**config.mk**
```make
export PLATFORM = sky130hd
export DESIGN_NAME = care_request_sequencer
export DESIGN_NICKNAME = d
export VERILOG_FILES = /design/src/rtl/care_request_sequencer.sv
export SDC_FILE = /design/constraint.sdc
export NUM_CORES = 2
export LEC_CHECK = 0
export CELL_PAD_IN_SITES_DETAIL_PLACEMENT = 1
export CELL_PAD_IN_SITES_GLOBAL_PLACEMENT = 1
export CORE_AREA = 2 2 421 423
export DETAILED_ROUTE_END_ITERATION = 16
export DIE_AREA = 0 0 423 425
export PLACE_DENSITY_LB_ADDON = 0.1
export SETUP_SLACK_MARGIN = 0.5
export SLEW_MARGIN = 20
export SYNTH_ARGS = -nofsm -noshare
export SYNTH_HDL_FRONTEND = slang
export SYNTH_SLANG_ARGS = --single-unit
```
**constraint.sdc**
```tcl
create_clock -name clk -period 24.8 [get_ports clk]
set_input_delay 3.72 -clock clk [delete_from_list [all_inputs] [get_ports clk]]
set_output_delay 3.72 -clock clk [all_outputs]
set_load 0.005 [all_outputs]
```
**src/rtl/care_request_sequencer.sv**
```systemverilog
// rtl/care_request_sequencer.sv - request FIFO and issue sequencer in front of the customer care registry
module care_request_sequencer #(
  parameter int DEPTH         = 4,
  parameter int MAX_CUSTOMERS = 10,
  parameter int ID_W          = 8,
  parameter int DATA_W        = 128
) (
  input  logic              clk,
  input  logic              rst,
  input  logic              req_valid,
  output logic              req_ready,
  input  logic              req_op,
  input  logic [ID_W-1:0]   req_id,
  input  logic [DATA_W-1:0] req_phone,
  input  logic [DATA_W-1:0] req_addr,
  output logic [ID_W-1:0]   reg_id,
  output logic [DATA_W-1:0] reg_phone,
  output logic [DATA_W-1:0] reg_addr,
  output logic              reg_add,
  output logic              reg_search,
  input  logic [ID_W-1:0]   reg_found_id,
  input  logic [DATA_W-1:0] reg_found_ph,
  input  logic [DATA_W-1:0] reg_found_ad,
  output logic              rsp_valid,
  input  logic              rsp_ready,
  output logic [1:0]        rsp_status,
  output logic [ID_W-1:0]   rsp_id,
  output logic [DATA_W-1:0] rsp_phone,
  output logic [DATA_W-1:0] rsp_addr,
  output logic [3:0]        add_count
);

  localparam int PW = (DEPTH > 1) ? $clog2(DEPTH) : 1;
  localparam int CW = PW + 1;
  localparam int EW = 1 + ID_W + 2 * DATA_W;
  localparam logic [CW-1:0] FULL_CNT = CW'(DEPTH);
  localparam logic [3:0]    MAX_CNT  = 4'(MAX_CUSTOMERS);

  localparam logic [1:0] ST_OK    = 2'b00;
  localparam logic [1:0] ST_MISS  = 2'b01;
  localparam logic [1:0] ST_FULL  = 2'b10;
  localparam logic [1:0] ST_BADID = 2'b11;

  typedef enum logic [1:0] {S_IDLE, S_ISSUE, S_WAIT, S_RESP} state_t;

  logic [EW-1:0]     mem_q [DEPTH];
  logic [PW-1:0]     wr_ptr_q, wr_ptr_d;
  logic [PW-1:0]     rd_ptr_q, rd_ptr_d;
  logic [CW-1:0]     count_q, count_d;
  logic              req_ready_q, req_ready_d;
  state_t            state_q, state_d;
  logic              cur_op_q, cur_op_d;
  logic [ID_W-1:0]   cur_id_q, cur_id_d;
  logic [DATA_W-1:0] cur_phone_q, cur_phone_d;
  logic [DATA_W-1:0] cur_addr_q, cur_addr_d;
  logic [1:0]        status_q, status_d;
  logic [DATA_W-1:0] rsp_phone_q, rsp_phone_d;
  logic [DATA_W-1:0] rsp_addr_q, rsp_addr_d;
  logic [3:0]        add_count_q, add_count_d;

  logic              push, pop;
  logic              rd_op;
  logic [ID_W-1:0]   rd_id;
  logic [DATA_W-1:0] rd_phone, rd_addr;
  logic              cur_bad, cur_full, hit;

  // req_ready is registered, so a push can never land on a full FIFO
  assign push     = req_valid && req_ready_q;
  assign pop      = (state_q == S_IDLE) && (count_q != '0);
  assign {rd_op, rd_id, rd_phone, rd_addr} = mem_q[rd_ptr_q];
  // ID 0 marks an empty registry slot, so it can never be added or searched
  assign cur_bad  = (cur_id_q == '0);
  assign cur_full = (add_count_q == MAX_CNT);
  assign hit      = (reg_found_id == cur_id_q);

  // FIFO storage; entries are only read while count guards them, so no reset
  always_ff @(posedge clk) begin
    if (push) mem_q[wr_ptr_q] <= {req_op, req_id, req_phone, req_addr};
  end

  // FIFO pointers and occupancy; pointers wrap naturally at DEPTH
  always_comb begin
    wr_ptr_d = wr_ptr_q;
    rd_ptr_d = rd_ptr_q;
    count_d  = count_q;
    if (push) wr_ptr_d = wr_ptr_q + PW'(1);
    if (pop)  rd_ptr_d = rd_ptr_q + PW'(1);
    case ({push, pop})
      2'b10:   count_d = count_q + CW'(1);
      2'b01:   count_d = count_q - CW'(1);
      default: count_d = count_q;
    endcase
    req_ready_d = (count_d != FULL_CNT);
  end

  // FSM next state
  always_comb begin
    state_d = state_q;
    case (state_q)
      S_IDLE:  if (pop) state_d = S_ISSUE;
      S_ISSUE: state_d = (cur_op_q && !cur_bad) ? S_WAIT : S_RESP;
      S_WAIT:  state_d = S_RESP;
      S_RESP:  if (rsp_ready) state_d = S_IDLE;
      default: state_d = S_IDLE;
    endcase
  end

  // FSM outputs toward the registry and the host
  always_comb begin
    reg_add    = (state_q == S_ISSUE) && !cur_op_q && !cur_bad && !cur_full;
    reg_search = cur_op_q && !cur_bad && ((state_q == S_ISSUE) || (state_q == S_WAIT));
    rsp_valid  = (state_q == S_RESP);
  end

  // Current request, status and response data
  always_comb begin
    cur_op_d    = cur_op_q;
    cur_id_d    = cur_id_q;
    cur_phone_d = cur_phone_q;
    cur_addr_d  = cur_addr_q;
    status_d    = status_q;
    rsp_phone_d = rsp_phone_q;
    rsp_addr_d  = rsp_addr_q;
    add_count_d = add_count_q;
    case (state_q)
      S_IDLE: begin
        if (pop) begin
          cur_op_d    = rd_op;
          cur_id_d    = rd_id;
          cur_phone_d = rd_phone;
          cur_addr_d  = rd_addr;
          status_d    = ST_OK;
          rsp_phone_d = '0;
          rsp_addr_d  = '0;
        end
      end
      S_ISSUE: begin
        if (cur_bad) begin
          status_d = ST_BADID;
        end else if (!cur_op_q) begin
          if (cur_full) begin
            status_d = ST_FULL;
          end else begin
            status_d    = ST_OK;
            add_count_d = add_count_q + 4'd1;
          end
        end
      end
      S_WAIT: begin
        if (hit) begin
          status_d    = ST_OK;
          rsp_phone_d = reg_found_ph;
          rsp_addr_d  = reg_found_ad;
        end else begin
          status_d = ST_MISS;
        end
      end
      default: ;
    endcase
  end

  // State registers; reset aborts any in-flight request and empties the FIFO
  always_ff @(posedge clk or posedge rst) begin
    if (rst) begin
      wr_ptr_q    <= '0;
      rd_ptr_q    <= '0;
      count_q     <= '0;
      req_ready_q <= 1'b0;
      state_q     <= S_IDLE;
      cur_op_q    <= 1'b0;
      cur_id_q    <= '0;
      cur_phone_q <= '0;
      cur_addr_q  <= '0;
      status_q    <= ST_OK;
      rsp_phone_q <= '0;
      rsp_addr_q  <= '0;
      add_count_q <= '0;
    end else begin
      wr_ptr_q    <= wr_ptr_d;
      rd_ptr_q    <= rd_ptr_d;
      count_q     <= count_d;
      req_ready_q <= req_ready_d;
      state_q     <= state_d;
      cur_op_q    <= cur_op_d;
      cur_id_q    <= cur_id_d;
      cur_phone_q <= cur_phone_d;
      cur_addr_q  <= cur_addr_d;
      status_q    <= status_d;
      rsp_phone_q <= rsp_phone_d;
      rsp_addr_q  <= rsp_addr_d;
      add_count_q <= add_count_d;
    end
  end

  // Registry operands come straight from the held request, so they only change on a pop
  assign req_ready  = req_ready_q;
  assign reg_id     = cur_id_q;
  assign reg_phone  = cur_phone_q;
  assign reg_addr   = cur_addr_q;
  assign rsp_status = status_q;
  assign rsp_id     = cur_id_q;
  assign rsp_phone  = rsp_phone_q;
  assign rsp_addr   = rsp_addr_q;
  assign add_count  = add_count_q;

endmodule

```
# Yosys cells after proc, flatten, opt, wreduce, memory -nomap -nowiden
# Memories as Yosys holds them, arrays and structs flattened. A register that Yosys moved wholly into a read port is not among the register bits.
# Cells that the tools add are included.
[totals]
ff_bits = 272
latchBits = 0
ram_bits = 1060
mem_bits_ro = 0
inputBits = 533
output_inout_bits = 538
memories = 1
[classes]
n_addsub = 5
n_mul = 0
div = 0
order_cmp = 0
eq_ne = 12
n_shift = 0
muxes = 18
bitwise_logic = 3
reduce_logical = 21
[mem_list]
columns = ["name", "words", "word_bits", "rd", "rd_ports_with_merged_regs", "wr", "line", "source"]
rows = [
  ["mem_q", 4, 265, 1, 1, 1, "46", "logic [EW-1:0] mem_q [DEPTH];"],
]
[ops]
columns = ["operator", "n"]
rows = [
  ["128-bit case mux with 2 select lines", 2],
  ["128-bit 2-to-1 mux", 3],
  ["2-bit 2-to-1 mux", 6],
  ["8-bit == test", 1],
  ["8-bit logical NOT", 1],
  ["2-bit case mux with 4 select lines", 1],
  ["1-bit logical AND", 7],
  ["2-bit == test (second input constant)", 3],
  ["3-bit != test (second input constant)", 2],
  ["2-bit case mux with 3 select lines", 1],
  ["3-bit case mux with 2 select lines", 1],
  ["3-bit AND reduction", 2],
  ["3-bit nonzero test", 2],
  ["2-bit by 1-bit adder with 2-bit output (second input constant)", 2],
  ["4-bit by 1-bit adder with 4-bit output (second input constant)", 1],
  ["2-bit by 1-bit == test with 1-bit output (second input constant)", 2],
  ["4-bit == test (second input constant)", 1],
  ["1-bit 2-to-1 mux", 4],
  ["2-bit != test (second input constant)", 2],
  ["2-bit AND reduction", 2],
  ["4-bit AND reduction", 1],
  ["3-bit by 1-bit adder with 3-bit output (second input constant)", 1],
  ["1-bit logical NOT", 3],
  ["1-bit inverter", 3],
  ["other kinds (5)", 5],
]

# Logic depth before layout (Yosys ltp)
[logic_depth]
ltp_word = 5
ltp_mapped = 12
mapped_depth_nobuf = 11

# Least setup slack after synthesis
# No wires, ideal clock.
[synth_path]
path_kind = "in2reg"
startpoint = "input req_valid"
endpoint = "memory mem_q[0][0] in the netlist's numbering (enable)"
setup_ns = 0.661
arrival_ns = 9.804
required_ns = 24.139
path_slack_ns = 14.335
path_stages = 1
n_path_buf = 0
path_cell_list = "and3_1"
[synth_via]
elab_chain_len = 3
[synth_rtl]
columns = ["item", "line", "source"]
rows = [
  ["from (decl)", "10", "input logic req_valid,"],
  ["1-bit logical AND", "68", "assign push = req_valid && req_ready_q;"],
  ["1-bit 2-to-1 mux", "78", "if (push) mem_q[wr_ptr_q] <= {req_op, req_id, req_phone, req_addr};"],
  ["1-bit 2-to-1 mux (implied by the code)", "78", ""],
  ["to (decl)", "46", ""],
]
# Every way passes these cells.

# Worst setup path after layout
[layout_path]
startpoint = "input reg_found_id[7]"
endpoint = "register rsp_phone_q[28], in the netlist rsp_phone[28]"
[layout_via]
elab_chain_len = 3
[layout_rtl]
columns = ["item", "line", "source"]
rows = [
  ["from (decl)", "21", "input logic [ID_W-1:0] reg_found_id,"],
  ["8-bit == test", "74", "assign hit = (reg_found_id == cur_id_q);"],
  ["2-bit != test (no source line)", "--", ""],
  ["3-bit AND reduction (no source line)", "--", ""],
  ["to (signal assigned)", "189", "rsp_phone_q <= rsp_phone_d;"],
  ["to (decl)", "57", "logic [DATA_W-1:0] rsp_phone_q, rsp_phone_d;"],
]
# Every way passes these cells.
# A chain may end at the register's enable or synchronous reset.

==> summary.txt <==
Worst setup path
  – CP endpoint kind: flip-flop
  – Worst setup path category: in -> reg
  – CP Launch Type: input port
  – Crit path launch: reg_found_id[7]
  – Crit-path max FO: 102
  – Critical path arrival: 9120 ps
  – Worst R2R Start: state_q[0]
  – Req. time, crit path: 25430 ps

Clocking
  – CTS sink cnt: 1597
  – CTS tree: yes
  – Clock latency on the worst-skew pair: 810 ps
  – Max clock buf depth: 3
  – Cts repair resizes: 0
  – Clock slew at reported path FFs: 60 ps
  – Num CTS Buffers: 178
  – H-tree levels: 4
  – Hold_buf cts: 0
  – Setup Buffers After CTS: 0
  – Clk Tree Root Cell: clkbuf_16

Place
  – Cells after DPL: 6977
  – Placer congestion estimate: 0.8354
  – Post-DP HPWL: 126.8 mm
  – # port buffers: 1070
  – Post-Place Worst Slack: 15500 ps
  – DP Area: 72230 sq um

Finish
  – Post-Layout Cell Count: 7322
  – Design area: 77850 sq um
  – Final net count: 5363
  – Post-layout util: 44.40%
  – Fraction of layout cells with a size suffix above 1: 11.78%
  – Fill count: 17480
  – Area delta synth->final: 31.75%

Hold path
  – Type of the most critical hold path: reg -> reg
  – Hold path startpoint: reg_addr[124]

Detailed routing
  – Post-DRT Antenna Nets: 0
  – Wirelength, routed: 190.1 mm
  – Residual DRC: 0
  – DRT iter0 DRCs: 2117
  – Pre-antenna DRT Iters: 5
  – Vias/cell: 4.768
  – Routed vias: 34910
  – Post-DR wirelength/cell: 25.96 um

Synth
  – Mapped cell area: 59090 sq um
  – Seq/Total Area, Yosys: 76.61%
  – YS warnings: 0
  – Cell count after synthesis: 3726
  – Post-synth net total: 4272
  – Netlist cell types: 35
  – Leading area contributor after synthesis: edfxtp_1
  – Post-synthesis register bit count: 1597
  – Dominant cells by area after synthesis: edfxtp_1, dfrtp_1, mux4_2, nand2_1, o21ai_1
  – Avg Cell Area, Syn: 15.86 sq um
  – Area share of the largest cell type after synthesis: 53.87%

Die
  – Top-Level Pins: 1071
  – Starting density of the core: 33.70%
  – Core area: 175300 sq um
  – Die width: 423 um
  – # rows: 154
  – Die ar.: 179800 sq um
  – Die extent in y: 425 um

Job
  – MaxCap Viol Count: 0

Power
  – Leak pwr: 28.84 nW
  – VDD IR max: 0.08600 mV
  – Total power: 8.683 mW
  – Power per cell area: 111.5 nW/um^2

Global routing
  – Initial antenna violation count: 73
  – GRT Total Usage: 20.88%
  – Number of global-route vias before repair: 37120
  – GRT Residual Overflow: 0
  – Largest net degree at the start of global routing: 160
  – First-pass GRT wire length: 272.4 mm

Timing
  – Worst slew pin tran: 1055 ps
  – Worst hold slack: 471.6 ps
  – Final setup fails: 0
  – Clk_skew: 19.39 ps
  – Post-route setup TNS: 0 ps
  – Worst setup margin: 16310 ps
  – Peak Freq: 0.1178 GHz
  – Worst slew margin: 29.66%
  – RSZ-0062 raised after global routing: false
  – Final hold vios: 0
  – Max Slew Vio Count: 0
  – Post-layout minimum cycle time: 8491 ps
  – Tcrit/Tclk final: 34.24%

Status
  – Status: complete, no violations
path summary, 6_finish.rpt:
kind	slack [ps]	end	cells after the start
max	16310	rsp_phone[28]	10
min	470	reg_addr[124]	2
max reg2reg	18980	rsp_phone[28]	11
min reg2reg	470	reg_addr[124]	2
max in group asynchronous	18450	rsp_addr[97]	5
min in group asynchronous	3390	reg_phone[45]	2
cells by family after synthesis:
| group | after synthesis | share of synthesized area, % |
|---|---|---|
| AND/OR/NAND/NOR | 1338 | 8.614 |
| buffers and inverters | 224 | 1.779 |
| multiplexers | 267 | 10.14 |
| AO/OA/AOI/OAI | 270 | 2.321 |
| flip-flops | 1597 | 76.61 |
| adder cells (fa/ha/maj) | 13 | 0.2880 |
| XOR/XNOR | 17 | 0.2520 |
report_power, final:
group	leakage (nW)	total (mW)	switching, mW	internal [mW]
Sequential	16.8	3.72	0.252	3.46
Clock	2.74	2.53	1.07	1.45
Combinational	9.33	2.44	1.32	1.11
Total	28.8	8.68	2.65	6.03
Yosys cell counts:
master	n
inv_2	1
nor2_1	6
nor4b_2	1
xnor2_1	15
a21oi_1	3
ha_1	12
nand2_1	1317
nor4_1	1
buf_2	36
and3_1	4
o21ai_1	204
edfxtp_1	1060
mux2i_1	1
buf_1	26
nor4b_4	1
o221ai_1	1
o21ai_0	58
mux4_2	265
a21o_1	1
xor2_1	2
nand4_1	3
mux2_2	1
fa_1	1
inv_1	13
or4_1	2
o31ai_2	1
clkbuf_1	118
o2111ai_1	1
buf_6	12
nand2b_1	2
buf_4	17
dfrtp_1	537
a211oi_1	1
buf_8	1
nand3b_1	1
state kept, by name (all words and copies together), names as in the netlist:
name / flops
cur_op_q: 1
mem_q: 1060
state_q: 2
add_count: 4
count_q: 3
reg_addr: 128
rsp_status: 2
rsp_addr: 128
rd_ptr_q: 2
req_ready: 1
reg_phone: 128
wr_ptr_q: 2
reg_id: 8
rsp_phone: 128
layout by cell type, fill, tap and decap left out, types with 27 or more instances in the layout:
cell             Yosys  final
clkinv_2             0     30
clkbuf_16            0    182
o21ai_1            204    204
clkdlybuf4s50_1      0   1070
edfxtp_1          1060   1060
buf_4               17     47
mux4_2             265    265
nand2_1           1317   1317
o21ai_0             58     58
dfrtp_1            537    535
clkbuf_8             0     27
clkbuf_1           118     62
per-layer routing:
metal | vias up | share of wire (%) | routed length, um | GRT usage [%]
li1 | 15590 | - | - | -
met1 | 18000 | 37 | 70710 | 23.45
met2 | 919 | 53 | 101700 | 38.12
met3 | 365 | 5.7 | 10870 | 5.684
met4 | 44 | 3.4 | 6555 | 6.916
met5 | - | 0.15 | 281 | 0
final cells by class:
class                      instances  area (sq um)  share of cell area, %
clock inverter                    57         421.7                 0.5416
sequential                      1597         45280                  58.16
clock buffer                     271          5159                  6.626
antenna                           17         42.54                0.05464
inverter                          14         67.56                0.08679
timing repair buffer            1121         11140                  14.31
multi-input combinational       1905         12810                  16.46
tap                             2340          2928                  3.761
worst max-delay path: stages:
cell and delay (ps):
clkdlybuf4s50_1 470, xnor2_1 120, nand4_1 230, nor4b_4 310, buf_4 740, buf_4 720
buf_4 720, buf_4 720, buf_4 860, o21ai_0 230
Power figures use the tool's default switching activity.
